<file path="src/rtl/sliding_window_gen_pkg.sv">
// Window packing shared by the sliding-window generator and the convolution stage.
// Element (r,c) of an NxN window sits at bit offset ((r*N)+c)*BitSize, r=0 top row, c=0 leftmost.
package sliding_window_gen_pkg;

  localparam int unsigned DEF_N       = 3;
  localparam int unsigned DEF_BITSIZE = 8;

  // One element per packed slot; slot index r*N+c.
  typedef logic [DEF_N*DEF_N-1:0][DEF_BITSIZE-1:0] window_t;

  function automatic int unsigned win_offset(
    input int unsigned r,
    input int unsigned c,
    input int unsigned n,
    input int unsigned bits
  );
    return ((r * n) + c) * bits;
  endfunction

endpackage

</file>
<file path="src/rtl/sliding_window_gen_line_buffer.sv">
// One image row of pixel storage, inferred as block RAM with a registered read port.
// Write and read run each cycle at independent addresses so the next column can be prefetched.
module line_buffer #(
  parameter int Depth = 16,
  parameter int Width = 8,
  parameter int AddrW = 4
) (
  input  logic             clk,
  input  logic             wr_en_i,
  input  logic [AddrW-1:0] wr_addr_i,
  input  logic [Width-1:0] wr_data_i,
  input  logic [AddrW-1:0] rd_addr_i,
  output logic [Width-1:0] rd_data_o
);

  logic [Width-1:0] mem_q [Depth];
  logic [Width-1:0] rd_data_q;

  always_ff @(posedge clk) begin
    if (wr_en_i) begin
      mem_q[wr_addr_i] <= wr_data_i;
    end
    rd_data_q <= mem_q[rd_addr_i];
  end

  assign rd_data_o = rd_data_q;

endmodule

</file>
<file path="src/rtl/sliding_window_gen.sv">
// Streams a raster image in and emits every fully-populated NxN window, with a
// valid/ready handshake on both sides and no padding at the image border.
module sliding_window_gen
  import sliding_window_gen_pkg::*;
#(
  parameter int N          = 3,
  parameter int BitSize    = 8,
  parameter int ImageWidth = 16
) (
  input  logic                      clk,
  input  logic                      res_n,
  input  logic                      in_valid,
  input  logic [BitSize-1:0]        in_data,
  output logic                      in_ready,
  input  logic                      out_ready,
  output logic                      out_valid,
  output logic [(N*N)*BitSize-1:0]  out_data
);

  localparam int CW   = (ImageWidth > 1) ? $clog2(ImageWidth) : 1;
  localparam int WinW = N * N * BitSize;
  localparam logic [CW-1:0] LastPos    = CW'(ImageWidth - 1);
  localparam logic [CW-1:0] FirstValid = CW'(N - 1);

  logic [CW-1:0]      col_q, col_d;
  logic [CW-1:0]      row_q, row_d;
  logic               out_valid_q, out_valid_d;
  logic [WinW-1:0]    win_q;
  logic [WinW-1:0]    win_d;
  logic               accept;
  logic               valid_pos;
  logic [BitSize-1:0] lb_rd  [N-1];
  logic [BitSize-1:0] lb_wr  [N-1];
  logic [BitSize-1:0] new_col [N];

  assign in_ready  = !out_valid_q || out_ready;
  assign accept    = in_valid && in_ready;
  assign valid_pos = (row_q >= FirstValid) && (col_q >= FirstValid);

  always_comb begin
    col_d = col_q;
    row_d = row_q;
    if (accept) begin
      if (col_q == LastPos) begin
        col_d = '0;
        row_d = (row_q == LastPos) ? '0 : row_q + 1'b1;
      end else begin
        col_d = col_q + 1'b1;
      end
    end
  end

  // A held window stays until taken; a new one replaces it only on a valid-position pixel.
  assign out_valid_d = accept ? valid_pos : (out_valid_q && !out_ready);

  // Buffer 0 holds the previous row, buffer N-2 the oldest. The read port is aimed
  // at col_d so the next pixel's column data is already registered when it arrives.
  genvar gi;
  generate
    for (gi = 0; gi < N - 1; gi++) begin : g_lb
      if (gi == 0) begin : g_head
        assign lb_wr[gi] = in_data;
      end else begin : g_shift
        assign lb_wr[gi] = lb_rd[gi-1];
      end

      line_buffer #(
        .Depth (ImageWidth),
        .Width (BitSize),
        .AddrW (CW)
      ) u_line_buffer (
        .clk       (clk),
        .wr_en_i   (accept),
        .wr_addr_i (col_q),
        .wr_data_i (lb_wr[gi]),
        .rd_addr_i (col_d),
        .rd_data_o (lb_rd[gi])
      );
    end

    for (gi = 0; gi < N; gi++) begin : g_newcol
      if (gi < N - 1) begin : g_from_lb
        assign new_col[gi] = lb_rd[N-2-gi];
      end else begin : g_from_in
        assign new_col[gi] = in_data;
      end
    end

    for (gi = 0; gi < N * N; gi++) begin : g_win
      localparam int unsigned R   = gi / N;
      localparam int unsigned C   = gi % N;
      localparam int unsigned Ofs = win_offset(R, C, N, BitSize);
      if (C < N - 1) begin : g_shl
        assign win_d[Ofs +: BitSize] = win_q[win_offset(R, C + 1, N, BitSize) +: BitSize];
      end else begin : g_load
        assign win_d[Ofs +: BitSize] = new_col[R];
      end
    end
  endgenerate

  always_ff @(posedge clk or negedge res_n) begin
    if (!res_n) begin
      col_q       <= '0;
      row_q       <= '0;
      out_valid_q <= 1'b0;
      win_q       <= '0;
    end else begin
      col_q       <= col_d;
      row_q       <= row_d;
      out_valid_q <= out_valid_d;
      // Shift on every accepted pixel so columns line up once valid positions resume.
      if (accept) begin
        win_q <= win_d;
      end
    end
  end

  assign out_valid = out_valid_q;
  assign out_data  = win_q;

endmodule

</file>
<file path="config.mk">
export PLATFORM = sky130hd
export DESIGN_NAME = sliding_window_gen
export DESIGN_NICKNAME = d
export VERILOG_FILES = /design/src/rtl/sliding_window_gen_pkg.sv /design/src/rtl/sliding_window_gen_line_buffer.sv /design/src/rtl/sliding_window_gen.sv
export SDC_FILE = /design/constraint.sdc
export NUM_CORES = 1
export LEC_CHECK = 0
export CAP_MARGIN = 20
export CORE_ASPECT_RATIO = 1.25
export CORE_MARGIN = 4
export CORE_UTILIZATION = 56
export CTS_CLUSTER_SIZE = 16
export DETAILED_ROUTE_END_ITERATION = 6
export GPL_TIMING_DRIVEN = 1
export PLACE_DENSITY = 0.76
export SETUP_SLACK_MARGIN = 0.1
export SKIP_CTS_REPAIR_TIMING = 1
export SLEW_MARGIN = 5
export SYNTH_ARGS = -nofsm -noshare
export SYNTH_HDL_FRONTEND = slang
export SYNTH_SLANG_ARGS = --single-unit
</file>
<file path="constraint.sdc">
create_clock -name clk -period 3.5 [get_ports clk]
set_input_delay 0.35 -clock clk [delete_from_list [all_inputs] [get_ports clk]]
set_output_delay 0.35 -clock clk [all_outputs]
set_load 0.01 [all_outputs]
</file>
# Word-level counts from Yosys, hierarchy flattened
# Memories as Yosys holds them, arrays and structs flattened. A register that Yosys moved wholly into a read port is not among the register bits.
# Index checks and enable logic that the tools add are counted.
[op_classes] add_sub_neg=2 order_cmp=2 n_eq_ne=2 mux=6 n_reduce_logical=7
[ops] op="$mux W4" n=3
[ops] op="$add A4 B1 Y4 const B" n=2
[ops] op="$eq A4 B4 Y1 const B" n=2
[ops] op="$ge A4 B2 Y1 const B" n=2
[ops] op="$logic_and A1 B1 Y1" n=3
[ops] op="$mux W1" n=3
[ops] op="$logic_not A1 Y1" n=2
[ops] op="$reduce_and A2 Y1" n=1
[ops] op="$logic_or A1 B1 Y1" n=1
[word_totals] reg_bits=81 mem_bits_rw=256 in_bits=12 out_inout_bits=74 n_memories=2
[mem_list] memory="g_lb[0].u_line_buffer.mem_q" words=16 word_bits=8 read_ports=1 rd_clocked_by_memory_dff=1 wr=1 line="sliding_window_gen_line_buffer.sv:16" source="logic [Width-1:0] mem_q [Depth];"
[mem_list] memory="g_lb[1].u_line_buffer.mem_q" words=16 word_bits=8 read_ports=1 rd_clocked_by_memory_dff=1 wr=1 line="sliding_window_gen_line_buffer.sv:16"

# Longest topological paths before layout
# Gate-level depths: netlist of run 1.
[depth] depth_word=5 mapped_depth=11 mapped_depth_nobuf=8

# Cells and area by module
# A second synthesis of run 1 with hierarchy kept.
[hier_totals] hier_cells=809 hier_area_um2=13508.0
[by_module_without_submodules] module="line_buffer" n_inst=2 cells_per_inst=229 area_each_um2=5147.4 seq_area_each_um2=4003.8
[by_module_without_submodules] module="sliding_window_gen" n_inst=1 cells_per_inst=351 area_each_um2=3213.1 seq_area_each_um2=2026.9

# Worst setup path after synthesis of run 1
# OpenSTA, ideal clock, no wires.
[synth_path] path_kind="register to register" start="register col_q[1]" end="register g_lb[1].u_line_buffer.rd_data_q[6] (read register of g_lb[1].u_line_buffer.mem_q)" setup_time_ps=78 t_arrival_ps=2229 t_required_ps=3422 path_slack_ps=1193 stages_incl_launch_ff=11 n_path_buf=2 cell_sequence="dfrtp_1 -> clkbuf_1 -> inv_1 -> ha_1 -> and3_1 -> a21oi_1 -> inv_1 -> o21ai_1 -> buf_2 -> o22ai_1 -> nor3_1"
[synth_between] elab_chain_len=3
[synth_rtl] item="start: declaration" line="sliding_window_gen.sv:25" source="logic [CW-1:0] col_q, col_d;"
[synth_rtl] item="start signal: assignment" line="sliding_window_gen.sv:108" source="col_q <= col_d;"
[synth_rtl] item="$add A4 B1 Y4 or $eq A4 B4 Y1 (tied branches)" line="sliding_window_gen.sv:48, sliding_window_gen.sv:44"
[synth_rtl] item="$mux W4" line="sliding_window_gen.sv:44" source="if (col_q == LastPos) begin"
[synth_rtl] item="$mux W4 (*)" line="sliding_window_gen.sv:43" source="if (accept) begin"
[synth_rtl] item="net col_d[1]" line="sliding_window_gen.sv:25"
[synth_rtl] item="end: declaration" line="sliding_window_gen_line_buffer.sv:17" source="logic [Width-1:0] rd_data_q;"
# The timed path passes the listed nets; every way through them passes the cells marked *.
# A chain may end at the register's enable or synchronous reset.

# Worst setup path in the final report of run 1
[layout_path] start="register out_valid_q, in the netlist out_valid" end="register g_lb[1].u_line_buffer.rd_data_q[4] (read register of g_lb[1].u_line_buffer.mem_q)"
[layout_between] elab_chain_len=4
[layout_rtl] item="start: declaration" line="sliding_window_gen.sv:27" source="logic out_valid_q, out_valid_d;"
[layout_rtl] item="start signal: assignment" line="sliding_window_gen.sv:110" source="out_valid_q <= out_valid_d;"
[layout_rtl] item="$logic_not A1 Y1" line="sliding_window_gen.sv:36" source="assign in_ready = !out_valid_q || out_ready;"
[layout_rtl] item="$logic_or A1 B1 Y1" line="sliding_window_gen.sv:36"
[layout_rtl] item="$logic_and A1 B1 Y1" line="sliding_window_gen.sv:37" source="assign accept = in_valid && in_ready;"
[layout_rtl] item="$mux W4" line="sliding_window_gen.sv:43"
# Every way passes these cells.

==> impl_metrics.toml, run 1 <==
[yosys]
syn_inst = 1048
synth_area_mm2 = 0.0138
ys_warn_count = 0
synth_top_flop_cell = "edfxtp_1"
syn-mean-instance-area_um2 = 13.2
async_reset_ff_share_pct = 22.9
ys_types = 41
synth_seq_area_share_pct = 72.7
synth-edff-count = 256
synth_fp_nets = 1066
ys_ff_latch = 353

[die]
fp.dieW_um = 148
dieHeight_um = 184
initial_core_util_pct = 56.6
design.die.area_mm2 = 0.0273
io_pins = 86
core_area_mm2 = 0.0244
placementRows = 64

[sta]
tns_ns = 0
hold_viol_final = 0
slew_headroom_pct = 26.5
fmax_ghz = 0.343
finalCritPeriodShare_pct = 83.4
drv_slew = 0
fin_crit_ns = 2.92
setup_viol = 0
max_slew.worst_pin.slew_ns = 1.10
finClkSkew_ns = 0.00790
rsz0062_at_grt = "false"

[finish]
layout.nets = 1153
fillers = 1750
layout_commonest_cell = "edfxtp_1"
drive_above_1_share_pct = 13.2
diodes = 0
synthToLayoutAreaGrowth_pct = 16.5
multi_input_area_mm2 = 0.00348
regArea_mm2 = 0.0100
fin_cells = 1489
layout_common_cells = "edfxtp_1, nand2_1, nand3_1"
final_util_pct = 65.9

[setup_path]
cp_data_arrival_time_ns = 3.40
cp_cell_sequence = "nor2b_1 > inv_2 > nand3_1 > o21ai_0 > o21ai_1 > buf_4 > o22ai_1 > nor3_1"
cp_data_required_time_ns = 3.98
crit_path_end_kind = "register"
start_kind = "register"
crit_fanout = 15
critical_path.max_stage_delay_ns = 0.74
crit_slowest_cell = "o21ai_1"
crit_type = "register to register"

[run]
maxCapViolCount = 0

[outcome]
status = "completed"

[pwr]
p_total_uw = 13400
power_density_mw_per_mm2 = 833
p_leak_uw = 0.00601
ir_drop_mv = 0.442

[cts]
cts_buffers = 31
cts_buffer_depth = 3
clock-sinks = 353
cts_root_buf = "clkbuf_16"
clkTransAtPathRegs_ns = 0.07
htree_levels = 1
cts_tree = "yes"
insertion_delay_ns = 0.55

[drt]
dr.pass1.iters = 5
num_vias = 8750
drtIter0Drc = 750
postRouteAntennaNets = 0
wire_per_inst_um = 20.4
drc = 0
viasPerCell = 5.88
wirelength_mm = 30.3

[hold_path]
hold_path.class = "primary input to async pin"

[global_route]
grt_start_max_net_pins = 73
grt_first_pass_wirelength_mm = 47.2
grt.total_usage_pct = 22.1
antenna_found_initial = 0
grt_pass1_vias = 8624
grt-ovfl-total = 0

[place]
routabilityCongestion = 0.866
hpwlAfterDp_mm = 18.0
portBuffers = 85
dp_cells = 1431
cell usage after synthesis (all sizes together) (5+ instances only):
cell type	n	area [µm²]
nor2	5	21.3
nand3	136	681
edfxtp	256	7690
buf	18	123
and3	11	68.8
nand4	19	119
clkbuf	46	173
o22ai	32	200
dfxtp	16	320
mux2	64	721
o21ai	77	385
inv	10	37.5
nor3	16	80.1
and2	6	37.5
nand2	224	841
dfrtp	81	2030
ha	6	75.1
sequential cells by signal, indices dropped and copies added, names as in the netlist:
name / cells
out_data: 72
col_q: 4
out_valid: 1
g_lb.u_line_buffer.mem_q: 256
row_q: 4
g_lb.u_line_buffer.rd_data_o: 16
final timing paths:
path | startpoint | to | slack [ns] | depth (start not counted)
worst min-delay path | res_n | out_data[4] | 0.41 | 2
min in group clk | g_lb[1].u_line_buffer.rd_data_o[7] | out_data[23] | 0.42 | 2
worst max-delay path | out_valid | g_lb[1].u_line_buffer.rd_data_o[4] | 0.58 | 8
worst min register to register | g_lb[1].u_line_buffer.rd_data_o[7] | out_data[23] | 0.42 | 2
worst max register to register | out_valid | g_lb[1].u_line_buffer.rd_data_o[4] | 0.58 | 8
max in group asynchronous | res_n | out_data[41] | 2.33 | 3
cell type report:
type                            count  area share [%]
Clock buffer                       40            5.36
Clock inverter                     17           0.669
Inverter                           10           0.233
Multi-Input combinational cell    621            21.6
Sequential cell                   353            62.4
Tap cell                          330            2.57
Timing Repair Buffer              118            7.14
logic make-up after synthesis:
logic type      Yosys count  synth area share, %
mux                      64                 5.22
simple gates            425                 13.8
flops                   353                 72.7
xor+xnor                  2                0.127
fa+ha+maj                 6                0.544
compound gates          124                 5.22
buf+inv                  74                 2.41
per-stage QoR:
| step | hold slack (ns) | cell area, µm² | setup WS, ns |
|---|---|---|---|
| after global routing | 0.451 | 16100 | 0.350 |
| final | 0.412 | 16100 | 0.582 |
| after floorplan | 0.0544 | 13800 | 1.19 |
| after CTS | -0.116 | 16100 | 0.621 |
| after global placement | 0.411 | 15100 | 0.353 |
| after detailed placement | 0.415 | 15100 | 0.251 |
critical path: cells and delay by family, from the launching register on:
kind            cells  cell delay [ns]
compound gates      3             0.96
buf+inv             2             0.61
flops               1             0.36
simple gates        3             0.92
layer usage:
layer | GRT usage, % | wire [µm] | up-vias
li1 | - | - | 3995
met2 | 38.4 | 15600 | 394
met1 | 28.5 | 11500 | 4298
met5 | 0 | 0 | -
met3 | 3.65 | 2270 | 63
met4 | 7.58 | 913 | 0
power by group:
group	leakage, µW	internal [µW]	switching [µW]
Combinational	0.00208	1740	2280
Sequential	0.00345	5510	653
Clock	0.000479	1800	1410
(Power assumes the default switching activity.)
==> inputs of run 2 (changes only) <==
CORE_UTILIZATION = 53   (was 56)
PLACE_DENSITY = 0.75   (was 0.76)
clock period = 2.5 ns   (was 3.5 ns; I/O delays follow)
==> impl_metrics.toml, run 2 (synthesis gave the netlist of run 1 again) <==
[finish]
layout_commonest_cell = "edfxtp_1"
drive_above_1_share_pct = 16.4
fillers = 1815
diodes = 0
layout.nets = 1189
fin_cells = 1533
synthToLayoutAreaGrowth_pct = 21.5
top_register = "g_lb.u_line_buffer.mem_q"
layout_common_cells = "edfxtp_1, nand2_1, nand3_1"
largest_reg_flops = 256

[cts]
insertion_delay_ns = 0.52
cts_buffers = 35
cts_tree = "yes"
clkTransAtPathRegs_ns = 0.06
cts_root_buf = "clkbuf_16"
htree_levels = 2
cts_buffer_depth = 3
clock-sinks = 353

[die]
fp.dieW_um = 152
core_area_mm2 = 0.0255
design.die.area_mm2 = 0.0287
initial_core_util_pct = 54.3
dieHeight_um = 188
placementRows = 65
io_pins = 86

[outcome]
status = "completed"

[place]
routabilityCongestion = 0.888
hpwlAfterDp_mm = 19.5
portBuffers = 85
pre_cts_ws_ns = -0.0806
dp_cells = 1462

[drt]
wirelength_mm = 31.8
dr.pass1.iters = 5
postRouteAntennaNets = 0
drtIter0Drc = 933
wire_per_inst_um = 20.8
num_vias = 8932
viasPerCell = 5.83
drc = 0

[hold_path]
hold_path.class = "primary input to async pin"

[pwr]
ir_drop_mv = 0.706
clkPwrFrac_pct = 24.6
p_sw_uw = 6470
swShare_pct = 32.5
p_int_uw = 13400
p_leak_uw = 0.00629
seqPwrFrac_pct = 43.3
comb_power_share_pct = 32.1
power_density_mw_per_mm2 = 1190

[setup_path]
start_kind = "register"
crit_type = "register to register"
crit_fanout = 8
cp_data_arrival_time_ns = 2.78
crit_path_end_kind = "register"
cp_data_required_time_ns = 2.89

[sta]
finalCritPeriodShare_pct = 95.6
slew_headroom_pct = 48.9
fin_crit_ns = 2.39
setup_viol = 0
max_slew.worst_pin.slew_ns = 0.765
tns_ns = 0
drv_slew = 0
rsz0062_at_grt = "true"
finClkSkew_ns = 0.0171
hold_viol_final = 0
fin_ws_ns = 0.109
fmax_ghz = 0.418

[global_route]
grt_start_max_net_pins = 73
grt.total_usage_pct = 21.5
grt-ovfl-total = 0
antenna_found_initial = 0
grt_pass1_vias = 8897
grt_first_pass_wirelength_mm = 48.9

[run]
maxCapViolCount = 0
[run 2: cell types whose count changed in the layout (fill, tap and decap cells not counted), sizes merged]
cell and delta:
buf +31, clkbuf +4, clkinv +3, clkinvlp +1
[run 2: final cells by class]
type / count / area, µm² / area share, %
repair buffers: 150 / 1660 / 9.91
well taps: 335 / 419 / 2.50
clock inverters: 21 / 144 / 0.858
multi-input cells: 621 / 3530 / 21.1
clock buffers: 43 / 937 / 5.59
flip-flops and latches: 353 / 10000 / 59.8
inverters: 10 / 41.3 / 0.246
[run 2: layer usage]
metal,GRT usage (%),share of wire [%]
met1,27.7,39
met2,37.0,51
met3,3.81,7.1
met4,7.19,2.9
met5,0,0
[run 2: worst max-delay path, stage by stage, from the launching register on]
cell and delay [ns]:
dfrtp_1 0.43, buf_6 0.15, and3b_2 0.23, or4b_4 0.55
a221oi_4 0.39, buf_12 0.19, nand3_1 0.07, nand4_1 0.17
nor3_1 0.09
[run 2: per-stage QoR]
| step | area, µm² | power [µW] | hold slack [ns] | util, % |
|---|---|---|---|---|
| 3_5_place_dp | 15500 | 14800 | 0.329 | 61.1 |
| 4_1_cts | 16600 | 19700 | -0.221 | 65.3 |
| 3_3_place_gp | 15500 | 14600 | 0.324 | 61.1 |
| 5_1_grt | 16800 | 20800 | 0.370 | 65.9 |
| 2_1_floorplan | 13800 | 11800 | -0.0456 | - |
| 6_report | 16800 | 19900 | 0.312 | 65.9 |
[run 2: worst paths after layout]
kind / slack (ns) / endpoint / depth (start not counted) / startpoint
max: 0.11 / g_lb[0].u_line_buffer.rd_data_o[3] / 8 / col_q[0]
min: 0.31 / out_data[53] / 2 / res_n
max reg2reg: 0.11 / g_lb[0].u_line_buffer.rd_data_o[3] / 8 / col_q[0]
min reg2reg: 0.41 / out_data[16] / 2 / g_lb[1].u_line_buffer.rd_data_o[0]
max in group asynchronous: 1.58 / out_data[10] / 3 / res_n
min in group clk: 0.41 / out_data[16] / 2 / g_lb[1].u_line_buffer.rd_data_o[0]
[run 2: power by group through the flow]
| stage | logic, µW | registers (µW) | clock network [µW] |
|---|---|---|---|
| 6_report | 6390 | 8600 | 4890 |
| 5_1_grt | 6860 | 8740 | 5220 |
| 4_1_cts | 6130 | 8600 | 4980 |
| 3_5_place_dp | 6090 | 8710 | 0 |
| 3_3_place_gp | 5940 | 8660 | 0 |
| 2_1_floorplan | 3190 | 8620 | 0 |
==> inputs of run 3 (changes only) <==
ABC_CLOCK_PERIOD_IN_PS = 2500   (was default)
CORE_ASPECT_RATIO = 1.1   (was 1.25)
CTS_CLUSTER_SIZE = 14   (was 16)
==> impl_metrics.toml, run 3 (synthesis gave the netlist of run 1 again) <==
[setup_path]
crit_fanout = 16
critical_path.max_stage_delay_ns = 0.56
cp_data_arrival_time_ns = 2.69
cp_data_required_time_ns = 2.88
cp_cell_sequence = "ha_2 > nand2_1 > or4b_4 > a221oi_4 > buf_12 > nand3_1 > nand4_1 > nor3_1"
crit_slowest_cell = "or4b_4"
crit_path_end_kind = "register"
start_kind = "register"
crit_type = "register to register"

[place]
routabilityCongestion = 0.874
hpwlAfterDp_mm = 19.3
portBuffers = 85

[cts]
cts_buffer_depth = 3
cts_buffers = 35
cts_root_buf = "clkbuf_16"
clkTransAtPathRegs_ns = 0.06
htree_levels = 2
clock-sinks = 353
insertion_delay_ns = 0.51
cts_tree = "yes"

[pwr]
ir_drop_mv = 0.845
p_total_uw = 19800
power_density_mw_per_mm2 = 1190
p_leak_uw = 0.00622

[die]
design.die.area_mm2 = 0.0287
fp.dieW_um = 162
initial_core_util_pct = 54.2
dieHeight_um = 177
io_pins = 86
placementRows = 61
core_area_mm2 = 0.0255

[finish]
drive_above_1_share_pct = 14.9
layout_commonest_cell = "edfxtp_1"
synthToLayoutAreaGrowth_pct = 19.9
layout.nets = 1176
top_register = "g_lb.u_line_buffer.mem_q"
layout_common_cells = "edfxtp_1, nand2_1, nand3_1"
largest_reg_flops = 256
diodes = 0

[drt]
drtIter0Drc = 1048
wire_per_inst_um = 21.2
dr.pass1.iters = 5
drc = 0
num_vias = 8950
postRouteAntennaNets = 0
wirelength_mm = 32.4
viasPerCell = 5.85

[sta]
finalCritPeriodShare_pct = 92.4
finClkSkew_ns = 0.0159
slew_headroom_pct = 49.0
hold_ws_ns = 0.303
drv_slew = 0
max_slew.worst_pin.slew_ns = 0.764
fin_crit_ns = 2.31
fmax_ghz = 0.433
hold_viol_final = 0
setup_viol = 0
rsz0062_at_grt = "false"

[hold_path]
hold_path.class = "primary input to async pin"

[global_route]
grt-ovfl-total = 0
antenna_found_initial = 0
grt_pass1_vias = 8820
grt_first_pass_wirelength_mm = 49.8
grt.total_usage_pct = 22.5
grt_start_max_net_pins = 73

[outcome]
status = "completed"

[run]
maxCapViolCount = 0
## run 3: path summary, 6_finish.rpt
path | startpoint | end | slack [ns] | depth (start not counted)
setup / recovery | col_q[0] | g_lb[1].u_line_buffer.rd_data_o[3] | 0.19 | 8
min in group clk | g_lb[1].u_line_buffer.rd_data_o[2] | out_data[18] | 0.40 | 2
hold reg to reg | g_lb[1].u_line_buffer.rd_data_o[2] | out_data[18] | 0.40 | 2
hold / removal | res_n | out_data[12] | 0.30 | 2
setup reg to reg | col_q[0] | g_lb[1].u_line_buffer.rd_data_o[3] | 0.19 | 8
max in group asynchronous | res_n | out_data[28] | 1.52 | 3
## run 3: stage by stage
stage | util [%] | instances | area, µm² | TNS, ns | worst slack, ns
after floorplan | - | 1048 | 13800 | 0 | 0.193
after global placement | 60.5 | 1466 | 15400 | -0.0995 | -0.0995
after detailed placement | 60.5 | 1466 | 15400 | -0.258 | -0.0877
after CTS | 64.9 | 1529 | 16500 | 0 | 0.0147
after global routing | 65.0 | 1530 | 16600 | 0 | 0.101
final | 65.0 | 1530 | 16600 | 0 | 0.189
## run 3: metal layers
layer  GRT usage, %  wire [µm]  up-vias
li1               -          -     4047
met1           30.2      12700     4445
met2           37.9      16400      393
met3           3.37       2250       65
met4           8.00       1110        0
met5              0          0        -
## run 3: final cells by class
cell class	count	area, µm²
clock buffers	44	941
clock inverters	19	175
flip-flops and latches	353	10000
repair buffers	137	1450
inverters	10	37.5
well taps	346	433
multi-input cells	621	3490
fillers	1845	8930
## run 3: power by group
group / switching (µW) / internal, µW / total, µW / leakage [µW]
logic: 3450 / 2720 / 6170 / 0.00222
clock network: 2080 / 2990 / 5070 / 0.000549
registers: 844 / 7710 / 8560 / 0.00345
total: 6380 / 13400 / 19800 / 0.00622
## run 3: critical path: cells and delay by family, from the launching register on
family                   cells  cell delay, ns
buffers and inverters        1            0.21
AND/OR/NAND/NOR              5            0.98
flip-flops                   1            0.41
adder cells (fa/ha/maj)      1            0.26
AO/OA/AOI/OAI                1            0.32
